--- config.mk ---
export PLATFORM = sky130hd
export DESIGN_NAME = cdc_hs_tx
export DESIGN_NICKNAME = d
export VERILOG_FILES = /design/src/rtl/cdc_hs_tx.sv
export SDC_FILE = /design/constraint.sdc
export NUM_CORES = 1
export LEC_CHECK = 0
export ABC_AREA = 1
export BUFFER_PORTS_ARGS = -buffer_cell sky130_fd_sc_hd__buf_2
export CORE_UTILIZATION = 40
export DETAILED_ROUTE_END_ITERATION = 10
export GPL_TIMING_DRIVEN = 0
export PLACE_DENSITY = 0.73
export SETUP_SLACK_MARGIN = 0.1
export SLEW_MARGIN = 5
export SYNTH_ARGS = -nofsm -noshare
export SYNTH_HDL_FRONTEND = slang
export SYNTH_SLANG_ARGS = --single-unit
--- constraint.sdc ---
create_clock -name clk_src -period 1.6 [get_ports clk_src]
set_input_delay 0.24 -clock clk_src [delete_from_list [all_inputs] [get_ports clk_src]]
set_output_delay 0.24 -clock clk_src [all_outputs]
set_load 0.005 [all_outputs]
--- src/rtl/cdc_hs_tx.sv ---
// Transmit end of a 4-phase req/ack crossing: holds one word on data_out under
// req_out until the synchronised ack has risen and then fallen again.
module cdc_hs_tx #(
  parameter int DATA_W      = 8,
  parameter int SYNC_STAGES = 2,
  parameter int TIMEOUT     = 255
) (
  input  logic              clk_src,
  input  logic              rst,
  input  logic              in_valid,
  input  logic [DATA_W-1:0] in_data,
  output logic              in_ready,
  output logic              req_out,
  output logic [DATA_W-1:0] data_out,
  input  logic              ack_async,
  output logic              xfer_done,
  output logic              busy,
  output logic              timeout_err
);

  localparam int CNT_W = (TIMEOUT < 2) ? 1 : $clog2(TIMEOUT + 1);
  localparam logic [CNT_W-1:0] CNT_MAX = CNT_W'(TIMEOUT);

  typedef enum logic [1:0] {
    ST_IDLE,
    ST_REQ,
    ST_ACK_LO
  } state_t;

  state_t                 r_state;
  state_t                 w_state_nxt;
  logic [SYNC_STAGES-1:0] r_ack_sync;
  logic                   r_req;
  logic                   w_req_nxt;
  logic [DATA_W-1:0]      r_data;
  logic [DATA_W-1:0]      w_data_nxt;
  logic                   r_done;
  logic                   w_done_nxt;
  logic                   r_err;
  logic                   w_err_nxt;
  logic [CNT_W-1:0]       r_cnt;
  logic [CNT_W-1:0]       w_cnt_nxt;
  logic                   w_ack_s;
  logic                   w_accept;

  // ack arrives from another clock domain; only the last flop is ever used.
  always_ff @(posedge clk_src) begin
    if (rst) r_ack_sync <= '0;
    else     r_ack_sync <= {r_ack_sync[SYNC_STAGES-2:0], ack_async};
  end

  assign w_ack_s  = r_ack_sync[SYNC_STAGES-1];
  assign in_ready = (r_state == ST_IDLE) && !rst;
  assign w_accept = in_valid && in_ready;

  always_comb begin
    // NOTE: every variable gets a default first so no path leaves it unassigned (no latch).
    w_state_nxt = r_state;
    w_req_nxt   = r_req;
    w_data_nxt  = r_data;
    w_done_nxt  = 1'b0;
    w_err_nxt   = r_err;
    w_cnt_nxt   = r_cnt;

    unique case (r_state)
      ST_IDLE: begin
        if (w_accept) begin
          w_data_nxt  = in_data;
          w_req_nxt   = 1'b1;
          w_state_nxt = ST_REQ;
        end
      end
      ST_REQ: begin
        if (w_ack_s) begin
          w_req_nxt   = 1'b0;
          w_state_nxt = ST_ACK_LO;
        end
      end
      ST_ACK_LO: begin
        if (!w_ack_s) begin
          w_done_nxt  = 1'b1;
          w_state_nxt = ST_IDLE;
        end
      end
      default: w_state_nxt = ST_IDLE;
    endcase

    // Wait counter measures time spent in the current ack phase only.
    if (w_state_nxt != r_state)
      w_cnt_nxt = '0;
    else if (r_state != ST_IDLE && r_cnt != CNT_MAX)
      w_cnt_nxt = r_cnt + 1'b1;

    if (w_state_nxt != ST_IDLE && w_cnt_nxt == CNT_MAX)
      w_err_nxt = 1'b1;
  end

  // NOTE: state registers use non-blocking assignment so all flops update together.
  always_ff @(posedge clk_src) begin
    if (rst) begin
      r_state <= ST_IDLE;
      r_req   <= 1'b0;
      r_data  <= '0;
      r_done  <= 1'b0;
      r_err   <= 1'b0;
      r_cnt   <= '0;
    end else begin
      r_state <= w_state_nxt;
      r_req   <= w_req_nxt;
      r_data  <= w_data_nxt;
      r_done  <= w_done_nxt;
      r_err   <= w_err_nxt;
      r_cnt   <= w_cnt_nxt;
    end
  end

  assign req_out     = r_req;
  assign data_out    = r_data;
  assign xfer_done   = r_done;
  assign busy        = (r_state != ST_IDLE);
  assign timeout_err = r_err;

endmodule

==> impl_metrics.csv, run 1 <==
group,metric,value,unit
run_status,status,"finished clean",
power,ir_drop,649,uV
power,power.leakage,0.610,nW
power,pwr-share-seq,58.0,%
yosys,synth_area_per_cell,7.12,um2
die,dieArea,3060,um2
die,fp.dieH,55.4,um
timing,finalClockSkew,0.00222,ns
final_layout,nFillCells,259,
critical_path,crit_fanout,6,
detailed_routing,drcViolationCount,0,
yosys,synth_ff_type,"dfxtp_1",
die,io-pin-count,25,
yosys,yosysWarningCount,0,
timing,setup_violations,0,
grt,antenna_found_initial,0,
die,row_count,18,
detailed_routing,vias,1102,
yosys,synth_nets,173,
power,cell_internal_pwr,0.000763,W
critical_path,path_delay_family,"simple AND/OR/NAND/NOR gates",
placement,dp_hpwl,1780,um
cts,cts_tree,"built",
final_layout,regArea,472,um2
grt,grt_pass1_vias,950,
final_layout,drive_gt1_share,30.9,%
detailed_routing,first_pass_iters,3,
cts,htreeDepth,1,
yosys,syn_area,1140,um2
cts,clk_pin_slew,0.12,ns
placement,portBuffers,22,
detailed_routing,drtIter0Drc,19,
timing,relSlewSlack,70.0,%
yosys,synthArstFlopShare,0,%
run,max_cap_viol_count,0,
critical_path,slowest_stage,"dfxtp_4",
placement,place_congestion,0.851,
final_layout,syn_to_final_growth,25.8,%
yosys,yosysTopAreaCell,"dfxtp_1",
timing,hold_slack,0.116,ns
die,core-area,2590,um2
final_layout,stdcell_count,221,
final_layout,multi_input_area,636,um2
detailed_routing,ant_nets,0,
power,switching_power,0.000288,W
yosys,synth_top_area_share,40.4,%
yosys,synthMostInstantiatedCell,"nand2_1",
final_layout,antenna_cells,0,
timing,fmax,638,MHz
die,die_x,55.4,um
power,combPwrFrac,16.6,%
cts,numCtsBuffers,3,
grt,grtUsageTotal,16.1,%
critical_path,start_kind,"register",
cts,cts_buffer_depth,2,
power,powerDensity,733,nW/um2
cts,clk_latency,0.31,ns
timing,period_share,98.0,%
critical_path,cp_slowest_stage_delay,0.39,ns
detailed_routing,routed_via_density,4.99,
cts,numClockSinks,23,
critical_path,crit_buf_inv,1,
final_layout,fin_nets,205,
yosys,synthDistinctLibCells,28,
yosys,ys_seq_area_share,40.4,%
critical_path,crit_required,1.86,ns
grt,grt_pass1_wl,3980,um
yosys,synthTopCellsByArea,"dfxtp_1 (40%), nand2_1 (12%), nand3_1 (10%), nor2_1 (6.6%), inv_1 (5.3%)",
critical_path,critPathArrivalTime,1.83,ns
power,p_clk_share,25.4,%
grt,overflow,0,
power,power.share.switching,27.4,%
critical_path,crit_type,"reg -> reg",
timing,maxSlewViolCount,0,
timing,tightest_slew,0.450,ns
detailed_routing,wl_per_cell,11.3,um
cts,cts-root-buf,"clkbuf_4",
die,start_util,44.0,%
yosys,synth_common_cells,"nand2_1 (37), dfxtp_1 (23), nand3_1 (23)",
timing,period_needed,1.57,ns
placement,dp.cells,212,
worst_hold_path,hold_class,"in -> reg",
critical_path,crit_path_cell_trace,"ha_4 -> nand2_2 -> nor2_4 -> nand2_4 -> nand2_8 -> inv_4 -> o21ai_4 -> nand3_2 -> nor2_1 -> nand2_1 -> a21oi_2",
critical_path,cp-end-kind,"register",
timing,rsz0062_at_grt,"true",
yosys,synth_edf_count,0,
timing,hold_viol_final,0,
detailed_routing,drt-total-wl,2500,um
yosys,synthesis.instances,160,
grt,grt_max_degree,13,
yosys,synth-seq-cells,23,
==> metal layers <==
metal,global-route usage [%],share of wire [%],up-vias
li1,-,-,574
met1,20.1,44,494
met2,26.2,49,27
met3,2.34,4.3,7
met4,9.29,2.5,0
met5,0,0,-
==> kinds of logic (layout without fill, tap and decap cells) <==
group,Yosys count,count (layout),share of synthesized area [%]
and+or+nand+nor,94,94,39.7
buffers and inverters,25,56,9.23
DFF,23,23,40.4
AOI/OAI and AO/OA,15,15,8.02
xor gates and xnor gates,2,2,1.54
adders and majority gates,1,1,1.10
==> power groups by stage <==
stage / Combinational (W) / Sequential [W] / Clock (W)
floorplan: 0.0000926 / 0.000622 / 0
global placement: 0.000135 / 0.000622 / 0
detailed placement: 0.000138 / 0.000624 / 0
CTS: 0.000146 / 0.000612 / 0.000271
global route: 0.000195 / 0.000613 / 0.000295
finish: 0.000174 / 0.000610 / 0.000267
==> state kept, by name (all words and copies together) (netlist names) <==
register,cells
xfer_done,1
timeout_err,1
req_out,1
r_cnt,8
r_state,2
r_ack_sync,2
data_out,8
==> repair_timing <==
| action | in CTS | in global routing |
|---|---|---|
| pin swaps | 1 | 9 |
| hold buffers | 0 | 0 |
| gates resized for setup | 7 | 14 |
| endpoints found under the setup margin | 2 | 2 |
| setup buffers | 1 | 4 |
==> area by class of cell <==
class,instances,share of cell area (%)
Sequential cell,23,32.9
Inverter,20,5.94
Buffer,5,1.75
Tap cell,30,2.62
Clock buffer,4,1.83
Timing Repair Buffer,27,10.6
Multi-Input combinational cell,112,44.4
==> final timing paths <==
| check | startpoint | end | slack [ns] | cells after the start |
|---|---|---|---|---|
| min reg2reg | r_ack_sync[0] | r_ack_sync[1] | 0.42 | 2 |
| min | ack_async | r_ack_sync[0] | 0.12 | 3 |
| max | r_cnt[0] | timeout_err | 0.03 | 11 |
| max reg2reg | r_cnt[0] | timeout_err | 0.03 | 11 |
==> per-stage QoR <==
step / power [W] / util, % / setup WS [ns] / TNS, ns / area (um2)
after floorplan: 0.000715 / - / 0.134 / 0 / 1140
after global placement: 0.000757 / 49.7 / -0.0251 / -0.0251 / 1290
after detailed placement: 0.000762 / 49.7 / -0.0948 / -0.0948 / 1290
after CTS: 0.00103 / 52.1 / 0.0491 / 0 / 1350
after global routing: 0.00110 / 55.3 / -0.154 / -0.154 / 1430
final: 0.00105 / 55.3 / 0.0316 / 0 / 1430
==> layout by cell type (no fill, tap or decap), drive strengths merged <==
cell type | Yosys | layout
a21oi | 10 | 10
clkbuf | 2 | 6
xor2 | 1 | 1
o21bai | 1 | 1
inv | 20 | 20
nand3 | 23 | 23
nand4 | 2 | 2
ha | 1 | 1
dfxtp | 23 | 23
xnor2 | 1 | 1
o21ai | 3 | 3
nor2 | 24 | 24
nor3 | 1 | 1
nand2 | 40 | 40
buf | 3 | 30
nor4 | 2 | 2
nand3b | 2 | 2
o21a | 1 | 1
==> worst register-to-register path, stage by stage (launching register included) <==
cell     delay (ns)
dfxtp_4        0.39
ha_4           0.14
nand2_2        0.06
nor2_4         0.14
nand2_4        0.11
nand2_8        0.10
inv_4          0.05
o21ai_4        0.15
nand3_2        0.08
nor2_1         0.09
nand2_1        0.08
a21oi_2        0.12
Note: power is estimated with default switching activity, not from simulation.
==> inputs of run 2 (changes only) <==
--- a/config.mk
+++ b/config.mk
@@ -10,6 +10,7 @@
 export CORE_UTILIZATION = 40
 export DETAILED_ROUTE_END_ITERATION = 10
 export GPL_TIMING_DRIVEN = 0
+export MAX_ROUTING_LAYER = met4
 export PLACE_DENSITY = 0.73
 export SETUP_SLACK_MARGIN = 0.1
 export SLEW_MARGIN = 5
==> impl_metrics.csv, run 2 (synthesis gave the netlist of run 1 again) <==
group,metric,value,unit
run_status,status,"finished clean",
detailed_routing,drt-total-wl,2490,um
final_layout,syn_to_final_growth,25.8,%
run,max_cap_viol_count,0,
placement,portBuffers,22,
timing,finalClockSkew,0.00113,ns
timing,tightest_slew,0.448,ns
final_layout,multi_input_area,636,um2
cts,cts_tree,"built",
critical_path,ff2ff_path_depth,11,
timing,period_needed,1.57,ns
critical_path,crit_fanout,6,
power,powerDensity,732,nW/um2
timing,relSlewSlack,70.1,%
cts,numCtsBuffers,3,
worst_hold_path,hold_class,"in -> reg",
cts,cts-root-buf,"clkbuf_4",
timing,fmax,637,MHz
cts,clk_pin_slew,0.12,ns
die,start_util,44.0,%
final_layout,layout_common_cells,"nand2_1 (37), buf_2 (24), dfxtp_1 (20)",
cts,htreeDepth,1,
power,power.leakage,0.610,nW
grt,antenna_found_initial,0,
critical_path,slowest_stage,"dfxtp_4",
detailed_routing,drtIter0Drc,19,
critical_path,start_kind,"register",
die,die_x,55.4,um
final_layout,nFillCells,259,
placement,post_dp_cell_area,1290,um2
critical_path,crit_path_cell_trace,"ha_4 -> nand2_2 -> nor2_4 -> nand2_4 -> nand2_8 -> inv_4 -> o21ai_4 -> nand3_2 -> nor2_1 -> nand2_1 -> a21oi_2",
final_layout,fin_nets,205,
final_layout,regArea,472,um2
power,ir_drop,649,uV
worst_hold_path,min_from,"ack_async",
final_layout,antenna_cells,0,
final_layout,drive_gt1_share,30.9,%
die,io-pin-count,25,
critical_path,reg2reg_from,"r_cnt[0]",
detailed_routing,drcViolationCount,0,
final_layout,layout_commonest_cell,"nand2_1",
cts,cts_buffer_depth,2,
grt,grt_pass1_wl,3970,um
critical_path,crit_type,"reg -> reg",
grt,overflow,0,
detailed_routing,wl_per_cell,11.2,um
critical_path,r2r_slack,0.03,ns
timing,setup_violations,0,
grt,grt_pass1_vias,948,
critical_path,path_delay_family,"simple AND/OR/NAND/NOR gates",
timing,hold_viol_final,0,
timing,maxSlewViolCount,0,
critical_path,crit_buf_inv,1,
die,row_count,18,
detailed_routing,vias,1100,
critical_path,r2r-end,"timeout_err",
critical_path,cp-end-kind,"register",
cts,numClockSinks,23,
critical_path,critPathArrivalTime,1.83,ns
detailed_routing,ant_nets,0,
timing,rsz0062_at_grt,"true",
timing,period_share,98.2,%
worst_hold_path,whs_endpoint,"r_ack_sync[0]",
die,fp.dieH,55.4,um
detailed_routing,first_pass_iters,3,
final_layout,final_util,55.3,%
critical_path,cp_slowest_stage_delay,0.39,ns
placement,dp_hpwl,1780,um
cts,clk_latency,0.31,ns
die,core-area,2590,um2
final_layout,design_area,1430,um2
grt,grtUsageTotal,16.5,%
critical_path,crit_required,1.86,ns
worst_hold_path,holdPathStages,3,
placement,place_congestion,0.865,
grt,grt_max_degree,13,
detailed_routing,routed_via_density,4.98,
die,dieArea,3060,um2
==> run 2: cell counts in the layout (fill, tap and decap cells not counted) <==
No cell type changed its count.
==> run 2: final cells by class <==
| cell class | instances | area share (%) |
|---|---|---|
| repair buffers | 27 | 10.6 |
| multi-input cells | 112 | 44.4 |
| clock buffers | 4 | 1.83 |
| plain buffers | 5 | 1.75 |
| flip-flops and latches | 23 | 32.9 |
| inverters | 20 | 5.94 |
| well taps | 30 | 2.62 |
==> run 2: worst min-delay path, stage by stage <==
cell and delay (ns):
buf_2 0.09, inv_1 0.04, nor2_1 0.03
==> run 2: routing by layer <==
layer | up-vias | part of all wire, % | global-route usage (%)
li1 | 573 | - | -
met1 | 493 | 45 | 20.3
met2 | 27 | 49 | 26.0
met3 | 7 | 3.7 | 2.11
met4 | 0 | 2.5 | 9.29
met5 | - | 0 | -
==> run 2: worst max-delay path by stage <==
stage,cells past startpoint,to,start
6_report,11,timeout_err,r_cnt[0]
5_1_grt,11,timeout_err,r_cnt[0]
4_1_cts,11,timeout_err,r_cnt[0]
3_5_place_dp,11,timeout_err,r_cnt[0]
3_3_place_gp,11,timeout_err,r_cnt[0]
2_1_floorplan,11,timeout_err,r_cnt[0]
==> run 2: what timing repair did <==
item / in CTS / in global routing
buffers inserted: 1 / 4
pin swaps: 1 / 9
gates resized for setup: 7 / 14
hold buffers: 0 / 0
setup endpoints to repair: 2 / 2
==> run 2: stage by stage <==
stage | hold WS (ns) | TNS [ns] | power, W | worst slack (ns) | std cells
detailed placement | 0.408 | -0.0948 | 0.000762 | -0.0948 | 212
finish | 0.117 | 0 | 0.00105 | 0.0292 | 221
floorplan | 0.347 | 0 | 0.000715 | 0.134 | 160
CTS | 0.119 | 0 | 0.00103 | 0.0491 | 217
global placement | 0.394 | -0.0251 | 0.000757 | -0.0251 | 212
global route | 0.115 | -0.157 | 0.00110 | -0.157 | 221
==> run 2: where the power goes <==
group | total, W | switching, W | leakage [nW] | internal [W]
sequential | 0.000610 | 0.0000175 | 0.189 | 0.000592
combinational | 0.000174 | 0.000101 | 0.406 | 0.0000730
clock | 0.000265 | 0.000167 | 0.0150 | 0.0000976
total | 0.00105 | 0.000286 | 0.610 | 0.000763
